<file path="src/rtl/drum_sequencer.sv">
// Drum step sequencer: free-running sample-rate tick plus a 16-step writable
// trigger pattern that fires one-cycle go pulses to the voice players.
module drum_sequencer #(
    parameter int VOICES     = 4,
    parameter int STEPS      = 16,
    parameter int SAMPLE_DIV = 6250,
    parameter int DIV_W      = 12
) (
    input  logic              clk,
    input  logic              reset,
    input  logic              run,
    input  logic [DIV_W-1:0]  tempo_div,
    input  logic [VOICES-1:0] mute,
    input  logic              pat_we,
    input  logic [1:0]        pat_voice,
    input  logic [3:0]        pat_step,
    input  logic              pat_data,
    output logic              sample_en,
    output logic [VOICES-1:0] go,
    output logic              step_pulse,
    output logic [3:0]        step_idx,
    output logic              playing
);

    typedef enum logic [1:0] {IDLE, ARMED, RUN} state_t;

    localparam int CW = $clog2(SAMPLE_DIV);
    localparam logic [CW-1:0] DIV_LAST = CW'(SAMPLE_DIV - 1);
    localparam logic [CW-1:0] DIV_PRE  = CW'(SAMPLE_DIV - 2);

    state_t                         state, state_next;
    logic [CW-1:0]                  div_cnt;
    logic [DIV_W-1:0]               tick_cnt, cnt_next, reload;
    logic [3:0]                     step_next;
    logic [VOICES-1:0][STEPS-1:0]   pattern;
    logic [VOICES-1:0]              col, trig;
    logic                           tick_next, fire;

    // Registered outputs appear one cycle after the decision, so every step
    // decision is keyed on the cycle before the sample tick becomes visible.
    assign tick_next = (div_cnt == DIV_PRE);
    assign reload    = (tempo_div == '0) ? DIV_W'(1) : tempo_div;

    // NOTE: every variable gets a default before the case so no latch is inferred.
    always_comb begin
        state_next = state;
        fire       = 1'b0;
        cnt_next   = tick_cnt;
        step_next  = step_idx;
        unique case (state)
            IDLE: begin
                if (run) state_next = ARMED;
            end
            ARMED: begin
                if (!run) begin
                    state_next = IDLE;
                end else if (tick_next) begin
                    fire       = 1'b1;
                    step_next  = 4'd0;
                    cnt_next   = reload;
                    state_next = RUN;
                end
            end
            RUN: begin
                if (!run) begin
                    state_next = IDLE;
                end else if (tick_next) begin
                    if (tick_cnt <= DIV_W'(1)) begin
                        fire      = 1'b1;
                        step_next = step_idx + 4'd1;
                        cnt_next  = reload;
                    end else begin
                        cnt_next = tick_cnt - DIV_W'(1);
                    end
                end
            end
            default: state_next = IDLE;
        endcase

        for (int v = 0; v < VOICES; v++) col[v] = pattern[v][step_next];
        trig = fire ? (col & ~mute) : '0;
    end

    // NOTE: state updates use non-blocking assignments so all registers sample
    // the pre-edge values; this is also what makes go read the pattern before
    // a same-cycle write lands.
    always_ff @(posedge clk) begin
        if (reset) begin
            state      <= IDLE;
            div_cnt    <= '0;
            tick_cnt   <= '0;
            step_idx   <= '0;
            // NOTE: the pattern array is flop-based and must clear on reset, so
            // it cannot be mapped onto a RAM macro.
            pattern    <= '0;
            sample_en  <= 1'b0;
            go         <= '0;
            step_pulse <= 1'b0;
            playing    <= 1'b0;
        end else begin
            state      <= state_next;
            div_cnt    <= (div_cnt == DIV_LAST) ? '0 : div_cnt + CW'(1);
            tick_cnt   <= cnt_next;
            step_idx   <= step_next;
            sample_en  <= tick_next;
            go         <= trig;
            step_pulse <= fire;
            playing    <= (state_next != IDLE);
            if (pat_we && (32'(pat_voice) < VOICES))
                pattern[pat_voice][pat_step] <= pat_data;
        end
    end

endmodule
</file>
<file path="config.mk">
export PLATFORM = sky130hd
export DESIGN_NAME = drum_sequencer
export DESIGN_NICKNAME = d
export VERILOG_FILES = /design/src/rtl/drum_sequencer.sv
export SDC_FILE = /design/constraint.sdc
export NUM_CORES = 1
export LEC_CHECK = 0
export ABC_AREA = 1
export BUFFER_PORTS_ARGS = -buffer_cell sky130_fd_sc_hd__buf_2
export CORE_MARGIN = 4
export CORE_UTILIZATION = 46
export CTS_CLUSTER_SIZE = 16
export DETAILED_ROUTE_END_ITERATION = 8
export MAX_ROUTING_LAYER = met4
export SETUP_SLACK_MARGIN = 0.5
export SLEW_MARGIN = 0
export SYNTH_ARGS = -nofsm -noshare
export SYNTH_HDL_FRONTEND = slang
export SYNTH_SLANG_ARGS = --single-unit
export TNS_END_PERCENT = 50
</file>
<file path="constraint.sdc">
create_clock -name clk -period 4.1 [get_ports clk]
set_input_delay 0.205 -clock clk [delete_from_list [all_inputs] [get_ports clk]]
set_output_delay 0.205 -clock clk [all_outputs]
set_load 0.01 [all_outputs]
</file>
Word level (Yosys, flattened, before mapping)
Index checks and enable logic that the tools add are counted.
Widths: inputs -> output; s select.

storage, ports and cells
  register bits after elaboration = 102
  input bits = 27
  logic and storage cells = 78

operators by class
  $add $sub $neg = 3
  magnitude comparators = 6
  equality and inequality tests = 8
  muxes and demuxes = 37
  bitwise operators = 3
  reductions and logical operators = 9

operator list
  cell                   count
  $mux 12                6
  $bwmux 64              1
  $demux 16 s2           1
  $eq 13x13->1 const B   2
  $pmux 12 s2            1
  $mux 4                 5
  $bmux 1 s4             4
  $mux 16                1
  $add 13x1->13 const B  1
  $le 12x1->1 const B    1
  $logic_not 12->1       1
  $sub 12x1->12 const B  1
  $lt 4x5->1 const B     2
  $mux 1                 10
  $mux 2                 4
  $ne 2x2->1 const B     4
  $pmux 4 s2             1
  $pmux 2 s3             1
  $reduce_and 5->1       1
  $add 4x1->4 const B    1
  $and 4x4->4            1
  $demux 1 s4            1
  $ge 4x1->1 const B     1
  $not 4->4              1
  other kinds (10)       13

Longest topological paths before layout
  depth after elaboration = 8
  mapped depth = 16
  depth with buffers taken out = 15

Least setup slack after synthesis
Ideal clock, no wire load.

  kind = flip-flop to flip-flop
  start point = reg tick_cnt[0]
  end point = reg go[0]
  arrival = 1838 ps
  path slack = 2149 ps
  cell stages (with the launch flop) = 16
  path buffers = 1
  period minus slack after synthesis = 1951 ps
  cells stage by stage = dfxtp_1 -> inv_1 -> ha_1 -> o21ai_0 -> nor2_1 -> nand2_1 -> nor2_4 -> nand2_1 -> nand3_1 -> nand2_1 -> clkbuf_1 -> nand3_1 -> nand3_1 -> nand2_1 -> nor2_1 -> nor2_1

on the way
  cells in the longest elaborated chain, start to end = 8
  elaborated cells on any way between the ends = 14
  classes of those cells = 1 x order compare; 10 x mux; 2 x bitwise; 1 x reduce/logical

RTL lines
  what                          line  source
  from (decl)                   33    logic [DIV_W-1:0] tick_cnt, cnt_next, reload;
  from (signal assigned)        103   tick_cnt <= cnt_next;
  $le 12x1->1 *                 68    if (tick_cnt <= DIV_W'(1)) begin
  $mux 4                        68
  $mux 4                        67    end else if (tick_next) begin
  $mux 4                        65    if (!run) begin
  $pmux 4 s2                    50    unique case (state)
  $bmux 1 s4                    80    for (int v = 0; v < VOICES; v++) col[v] = pattern[v][step_next];
  $mux 1 (implied by the code)  80
  $and 4x4->4                   81    trig = fire ? (col & ~mute) : '0;
  to (signal assigned)          106   go <= trig;
  to (decl)                     19    output logic [VOICES-1:0] go,

Mark *: on every way between the ends. The rest lies on a longest branch, timed or not. The select of a mux whose other input is x is not followed.
A chain may end at the register's enable or synchronous reset.

Final worst setup path
  start point = reg tick_cnt[0]
  end point = reg go[2]

The elaborated chain is that of the path after synthesis.

==> flow_summary.ini <==
[run_status]
outcome = completed

[sta]
final_max_slew_viol_count = 0
min_period_over_period = 0.679
relSlewSlack = 0.202
worstMarginPinSlew_ns = 1.20
finalCriticalPeriod_ns = 2.78
hold_violations = 0
rsz0062_at_grt = no
finalSetupTns_ns = 0
finalClockSkew_ns = 0.00462
fmax_mhz = 359
setup_viol = 0

[global_route]
antenna_found_initial = 0
overflow = 0
grt_max_degree = 65
grt_pass1_wl_microns = 25500
grt_pass1_vias = 4945
track_usage = 0.248

[place]
hpwl_microns = 10600
dp.cells = 914
gp_congestion = 0.885
place_area_sq_um = 5530
portBuffers = 37

[synthesis]
yosys.area.top_type = dfxtp_1
synth_edf_count = 0
yosysUniqueCellTypes = 39
synth_most_common_cell = nand3_1
yosysTopAreaCellShare = 0.386
syn_avg_cell_area_sq_um = 6.88
syn_area_sq_um = 5290
synthTopCellsByCount = 145 x nand3_1, 102 x dfxtp_1, 100 x nand2_1
netlist_instances = 769
ys_seq_area_frac = 0.386
yosys_warnings = 0
synth_nets = 806
synth_flop_cell = dfxtp_1
ys_top_cells_by_area = dfxtp_1 39%, nand3_1 14%, a21oi_1 8.5%, nand2_1 7.1%, o21ai_0 6.7%
synth-async-reset-ratio = 0
synth_seq_cells = 102

[power]
pwr-share-clk = 0.460
p_int_w = 0.00159
power_frac_seq = 0.483
powerDensity_nw_per_um2 = 354
leakage_nw = 2.14
p_comb_frac = 0.057
p_sw_w = 0.000482
vdd_drop_max_uv = 309
swShare = 0.232

[clock_tree]
htree_levels = 3
root_buffer = clkbuf_16
path_clk_slew_ns = 0.07
clockBufferDepth = 2
cts_tree = done
cts_buffers = 9
cts-resized-gates = 0
hold_buffers = 0
worst_skew_pair.late_latency_ns = 0.36
clock-sinks = 102
cts_setup_buffers = 0

[critical_path]
r2r_cells = 15
cpPeakStageDelay_ns = 0.41
crit_chain = inv_1 > ha_1 > o21ai_0 > nor2_1 > nand2_1 > nor2_4 > nand2_2 > nand3_2 > buf_4 > nand2_2 > inv_1 > nand2_1 > a21oi_1 > nor2_1 > nor2_1
cpMaxStageDelayCell = nand2_2
critPathMostFrequentCell = nor2_1
arrival_ns = 3.08
required_ns = 4.40
reg2reg_slack_ns = 1.32
cp_max_fo = 33
startpoint_type = register
cp-end-kind = register
crit_type = register to register
timing.rr.end = go[2]
r2r-start = tick_cnt[0]

[routing]
routed_wl_microns = 15300
wl_per_cell_microns = 16.5
drc = 0
vias = 5380
ant_nets = 0
drtPass1Iterations = 6
via_per_inst = 5.78
drtIter0Drc = 573

[die]
die_height_microns = 115
coreArea_sq_um = 11000
num_rows = 38
die_x_microns = 115
ios = 38
start_util = 0.479
die_area_sq_um = 13300

[cells_and_area]
layout-drive-gt1-share = 0.108
final_area_sq_um = 5870
fin_cells = 930
area_growth_pct = 10.9
diodes = 0
final_util = 0.532
nets = 822

[hold_path]
hold_class = input pin to register
hold_depth = 4
min_from = mute[1]
min_to = go[1]

[flow_run]
maxCapViolations = 0
[through the flow]
| stage | total power, W | hold WS, ns | setup WS, ns |
|---|---|---|---|
| floorplan | 0.00109 | 0.356 | 2.15 |
| global placement | 0.00114 | 0.445 | 1.43 |
| detailed placement | 0.00114 | 0.456 | 1.34 |
| CTS | 0.00209 | 0.0910 | 1.31 |
| global route | 0.00215 | 0.121 | 1.06 |
| finish | 0.00208 | 0.0980 | 1.32 |
[flip-flops by register name, summed over array words and instances (netlist names)]
name	flops
div_cnt	13
playing	1
step_pulse	1
step_idx	4
sample_en	1
tick_cnt	12
go	4
state	2
pattern	64
[worst max path at each step]
stage	slack (ns)	to	start	depth (start not counted)
3_5_place_dp	1.34	go[2]	tick_cnt[0]	15
4_1_cts	1.31	go[2]	tick_cnt[0]	15
6_report	1.32	go[2]	tick_cnt[0]	15
3_3_place_gp	1.43	go[3]	tick_cnt[0]	15
2_1_floorplan	2.15	go[0]	tick_cnt[0]	15
5_1_grt	1.06	go[1]	tick_cnt[0]	15
[cell families after synthesis]
kind of cell	count (synthesis)	synth area share
XOR/XNOR	4	0.00662
flip-flops	102	0.386
buffers and inverters	114	0.0894
adder cells (fa/ha/maj)	10	0.0237
AND/OR/NAND/NOR	356	0.311
AO/OA/AOI/OAI	183	0.183
[worst max-delay path, delay by kind of cell (launching register included)]
kind            cells  cell delay [ns]
buf+inv             3             0.65
compound gates      2             0.27
simple gates        9             1.24
flops               1             0.33
fa+ha+maj           1             0.21
[power by group through the flow]
stage | clock (W) | combinational [W] | sequential (W)
3_3_place_gp | 0 | 0.000114 | 0.00102
4_1_cts | 0.000975 | 0.000116 | 0.00100
5_1_grt | 0.00101 | 0.000131 | 0.00100
6_report | 0.000956 | 0.000118 | 0.00100
2_1_floorplan | 0 | 0.0000698 | 0.00102
3_5_place_dp | 0 | 0.000116 | 0.00103
[area by class of cell]
class	instances	area, sq um
fill	1122	5160
multi-input combinational	553	2800
sequential	102	2040
inverter	75	282
clock buffer	11	253
timing repair buffer	44	238
tap	140	175
clock inverter	5	81.3
[metal layers]
| layer | global-route usage | part of all wire |
|---|---|---|
| met1 | 0.352 | 0.47 |
| met2 | 0.348 | 0.43 |
| met3 | 0.0768 | 0.089 |
| met4 | 0.0469 | 0.012 |
| met5 | - | 0 |
[cell usage in the layout, fill, tap and decap left out, drive strengths merged]
cell / Yosys / layout
nor2: 70 / 70
inv: 74 / 74
o22ai: 3 / 3
o21bai: 4 / 4
nand4: 1 / 1
clkinv: 1 / 3
nor4: 3 / 3
o221ai: 2 / 2
nor3b: 4 / 4
nor3: 21 / 21
clkbuf: 28 / 11
nand2: 103 / 103
o211ai: 3 / 3
o2111ai: 1 / 1
o41ai: 1 / 1
xor2: 4 / 4
nand3: 150 / 150
bufinv: 0 / 2
or2: 3 / 3
and3: 1 / 1
dfxtp: 102 / 102
a21oi: 91 / 91
o21a: 1 / 1
o21ai: 74 / 74
clkinvlp: 0 / 1
a31oi: 1 / 1
ha: 10 / 10
buf: 11 / 44
a211oi: 2 / 2
Note: power is estimated with default switching activity, not from simulation.
